File: src/rtl/gf256mul_rr_arbiter.sv
// rtl/gf256mul_rr_arbiter.sv - round-robin shared GF(2^8) multiplier (poly 0x11D), 2-stage pipeline
module gf256mul_rr_arbiter #(
    parameter int NUM_REQ = 4,
    parameter int IDW     = 3
) (
    input  logic                 clk,
    input  logic                 rst_n,
    input  logic                 en,
    input  logic [NUM_REQ-1:0]   req_valid,
    output logic [NUM_REQ-1:0]   req_ready,
    input  logic [8*NUM_REQ-1:0] req_a,
    input  logic [8*NUM_REQ-1:0] req_b,
    output logic [NUM_REQ-1:0]   res_valid,
    output logic [7:0]           res_data,
    output logic                 busy
);

    localparam logic [IDW-1:0] LAST_IDX = IDW'(NUM_REQ - 1);

    logic [IDW-1:0]     ptr;
    logic               s1_valid;
    logic [IDW-1:0]     s1_id;
    logic [7:0]         s1_a;
    logic [7:0]         s1_b;
    logic               s2_valid;
    logic [IDW-1:0]     s2_id;
    logic [7:0]         s2_data;
    logic               grant_found;
    logic [IDW-1:0]     grant_idx;
    logic [NUM_REQ-1:0] grant_vec;
    logic [7:0]         grant_a;
    logic [7:0]         grant_b;
    logic [7:0]         product;

    // Shift-and-add multiply; each doubling of the partial term is reduced by 0x11D in place.
    function automatic logic [7:0] gf_mul(input logic [7:0] a, input logic [7:0] b);
        logic [7:0] acc;
        logic [7:0] term;
        acc  = '0;
        term = a;
        for (int i = 0; i < 8; i++) begin
            if (b[i]) acc = acc ^ term;
            term = {term[6:0], 1'b0} ^ (term[7] ? 8'h1D : 8'h00);
        end
        return acc;
    endfunction

    // Two passes give the rotated search order: indices >= ptr first, then the wrapped ones.
    always_comb begin
        grant_vec   = '0;
        grant_idx   = '0;
        grant_found = 1'b0;
        grant_a     = '0;
        grant_b     = '0;
        if (en && rst_n) begin
            for (int i = 0; i < NUM_REQ; i++) begin
                if (!grant_found && req_valid[i] && (IDW'(i) >= ptr)) begin
                    grant_found  = 1'b1;
                    grant_vec[i] = 1'b1;
                    grant_idx    = IDW'(i);
                    grant_a      = req_a[8*i +: 8];
                    grant_b      = req_b[8*i +: 8];
                end
            end
            for (int i = 0; i < NUM_REQ; i++) begin
                if (!grant_found && req_valid[i] && (IDW'(i) < ptr)) begin
                    grant_found  = 1'b1;
                    grant_vec[i] = 1'b1;
                    grant_idx    = IDW'(i);
                    grant_a      = req_a[8*i +: 8];
                    grant_b      = req_b[8*i +: 8];
                end
            end
        end
    end

    assign req_ready = grant_vec;
    assign product   = gf_mul(s1_a, s1_b);

    always_ff @(posedge clk) begin
        if (!rst_n) begin
            ptr      <= '0;
            s1_valid <= 1'b0;
            s1_id    <= '0;
            s1_a     <= '0;
            s1_b     <= '0;
            s2_valid <= 1'b0;
            s2_id    <= '0;
            s2_data  <= '0;
        end else begin
            s1_valid <= grant_found;
            if (grant_found) begin
                ptr   <= (grant_idx == LAST_IDX) ? '0 : grant_idx + 1'b1;
                s1_id <= grant_idx;
                s1_a  <= grant_a;
                s1_b  <= grant_b;
            end
            // res_data holds its last product while no result is being delivered.
            s2_valid <= s1_valid;
            if (s1_valid) begin
                s2_id   <= s1_id;
                s2_data <= product;
            end
        end
    end

    always_comb begin
        res_valid = '0;
        for (int i = 0; i < NUM_REQ; i++) begin
            res_valid[i] = s2_valid && (s2_id == IDW'(i));
        end
    end

    assign res_data = s2_data;
    assign busy     = s1_valid | s2_valid;

endmodule
File: config.mk
export PLATFORM = sky130hd
export DESIGN_NAME = gf256mul_rr_arbiter
export DESIGN_NICKNAME = d
export VERILOG_FILES = /design/src/rtl/gf256mul_rr_arbiter.sv
export SDC_FILE = /design/constraint.sdc
export NUM_CORES = 1
export LEC_CHECK = 0
export BUFFER_PORTS_ARGS = -buffer_cell sky130_fd_sc_hd__buf_2
export CAP_MARGIN = 10
export CORE_MARGIN = 2
export CORE_UTILIZATION = 55
export DETAILED_ROUTE_END_ITERATION = 8
export PLACE_DENSITY = 0.83
export SLEW_MARGIN = 20
export SYNTH_ARGS = -nofsm -noshare
export SYNTH_HDL_FRONTEND = slang
export SYNTH_SLANG_ARGS = --single-unit
File: constraint.sdc
create_clock -name clk -period 2.5 [get_ports clk]
set_input_delay 0.125 -clock clk [delete_from_list [all_inputs] [get_ports clk]]
set_output_delay 0.125 -clock clk [all_outputs]
set_load 0.02 [all_outputs]
==> reports/metrics.cfg <==
[clocking]
numCtsBuffers=5
cts_resized=0
postCtsHoldBufs=0
cts_tree=yes
root_buffer=clkbuf_8
insertion_delay_ns=0.30
cts_num_sinks=32
h-tree-depth=2
clkTransAtPathRegs_ns=0.07
post_cts_buffers=0
cts.path.max_buffers=2

[layout]
regArea_um2=641
drive_gt1_share_pct=23.6
finalNetCount=618
final_cell_area_um2=3980
multiInputGateArea_um2=2500
postLayoutCoreUtil_pct=66.4
area_growth_pct=15.4
n_antenna_cell=0
fillers=511

[min_path]
hold_path_class=input port to flip-flop

[synthesis]
synthTopCellsByArea=dfxtp_1, xnor2_1, nand2_1, a21oi_1, nand3_1
synth_edf_count=0
synth_common_cells=nand2_1, xnor2_1, a21oi_1
synth.avg_cell_area_um2=7.24
synthSimpleGateAreaFrac_pct=21.6
yosys.area.top_type_share_pct=18.6
ys_seq_area_share_pct=18.6
async_flop_share_pct=0
ys.flop_type=dfxtp_1
synth-xor-area-share_pct=21.3
synthMostInstantiatedCell=nand2_1
muxShareOfSynthArea_pct=2.76
synth-compound-area-share_pct=26.4
synth_top_family_by_area=compound AO/OA/AOI/OAI gates
synth_area_um2=3450
syn_inst=476
yosys.area.top_type=dfxtp_1
yosysWarnings=0
synth_cell_types=49
synth_fa_ha_area_share_pct=0.363
synth-seq-cells=32
synthesis.nets=548

[timing]
worstMarginPinSlew_ns=1.06
fmax_ghz=0.448
skew_ns=0.00889
rsz0062_at_grt=no
period_minus_slack_ns=2.23
setup_viol=0
hold_viol_final=0
fin_setup_tns_ns=0
max_slew_margin_pct=29.3
slew_violations=0
fin_crit_sh_pct=89.3

[floorplan]
initial_core_util_pct=57.6
die_w_um=83.2
num_io_pins=88
core-area_um2=5990
die_height_um=83.2
die_area_um2=6920
num_rows=28

[power]
ir_drop_v=0.000324
cellPowerDensity_nw_per_um2=531
power_w=0.00211
p_leak_nw=1.65

[placement]
io_buffers=87
hpwlAfterDp_um=7180
gp_congestion=0.939
placed_area_um2=3860

[global_route]
grt_max_degree=32
antenna_found_initial=0
gr-total-overflow=0
grt_first_pass_wirelength_um=16200
track_usage_pct=27.7
grt_pass1_vias=3442

[drt]
drt_pre_antenna_iters=5
wl_per_cell_um=15.4
dr.first_iter.drc_count=295
ant_nets=0
vias=3731
routed_wl_um=9610
drc=0
vias_per_cell=6.00

[worst_setup_path]
crit_fanout=8
rrSetupSlack_ns=0.27
critPathRequiredTime_ns=2.70
crit_path_end_kind=flip-flop
arrival_ns=2.43
cp-start-kind=flip-flop
worstSetupPathType=flip-flop to flip-flop

[status]
status=complete, no violations

[flow_run]
cap_violations=0

where the power goes:
part	switching, W	leakage [nW]	internal [W]	total [W]
Clock	0.000211	0.0548	0.000300	0.000511
Sequential	0.0000916	0.263	0.000558	0.000650
Combinational	0.000490	1.33	0.000463	0.000953
cell families after synthesis:
| kind of cell | count (synthesis) |
|---|---|
| adders and majority gates | 1 |
| muxes | 9 |
| DFF | 32 |
| AOI/OAI and AO/OA | 142 |
| and+or+nand+nor | 166 |
| buffers and inverters | 54 |
| xor gates and xnor gates | 72 |
final timing paths:
path / start / to / cells after the start
max: s1_a[4] / res_data[0] / 8
min: req_a[23] / s1_a[7] / 3
max reg2reg: s1_a[4] / res_data[0] / 8
min reg2reg: res_data[0] / res_data[0] / 1
layout make-up:
cell class | instances | area share [%]
clock buffer | 5 | 1.73
clock inverter | 3 | 1.16
inverter | 9 | 0.849
multi-input combinational | 390 | 62.9
sequential | 32 | 16.1
tap | 75 | 2.36
timing repair buffer | 108 | 14.9
cells in the final DEF (no fill, tap or decap), types with 2 or more instances in the layout:
master / count
buf_2: 87
nand2_1: 72
xnor2_1: 49
a21oi_1: 45
nand3_1: 35
nor2_1: 33
dfxtp_1: 32
o21ai_0: 31
buf_4: 21
xor2_1: 15
o21a_1: 14
a211oi_1: 14
a222oi_1: 13
inv_1: 9
o21ai_1: 6
nor2b_1: 6
mux2i_1: 5
clkbuf_8: 5
a22oi_1: 4
nor3b_1: 4
mux2_2: 4
xnor3_1: 4
nand2b_1: 3
and3_1: 3
o211a_1: 3
o221ai_1: 3
a21o_1: 2
nor3_1: 2
xor2_2: 2
stage by stage:
stage	hold WS, ns	setup WS, ns	cells
floorplan	0.297	0.433	476
global placement	0.423	0.349	614
detailed placement	0.436	0.280	614
CTS	0.132	0.286	622
global route	0.163	0.105	622
finish	0.145	0.268	622
critical path, stage by stage, from the launching register on:
cell,delay [ns]
dfxtp_1,0.61
buf_4,0.21
nand2_1,0.05
xor2_1,0.19
xnor2_1,0.29
xnor3_1,0.40
xnor2_1,0.16
nand2_1,0.07
o211a_1,0.13
routing by layer:
layer | up-vias | share of wire (%) | track usage (%) | routed length, um
met5 | - | 0 | 0 | 0
met4 | 0 | 2.8 | 10.6 | 273
met3 | 26 | 8.7 | 3.88 | 838
met2 | 206 | 47 | 46.4 | 4510
met1 | 1692 | 41 | 36.1 | 3980
li1 | 1807 | - | - | -
state kept, by name, summed over array words and instances, names as in the netlist:
| name | flops |
|---|---|
| s1_valid | 1 |
| s1_a | 8 |
| s1_id | 2 |
| res_data | 8 |
| s2_valid | 1 |
| s1_b | 8 |
| ptr | 2 |
| s2_id | 2 |
Note: power is estimated with default switching activity, not from simulation.
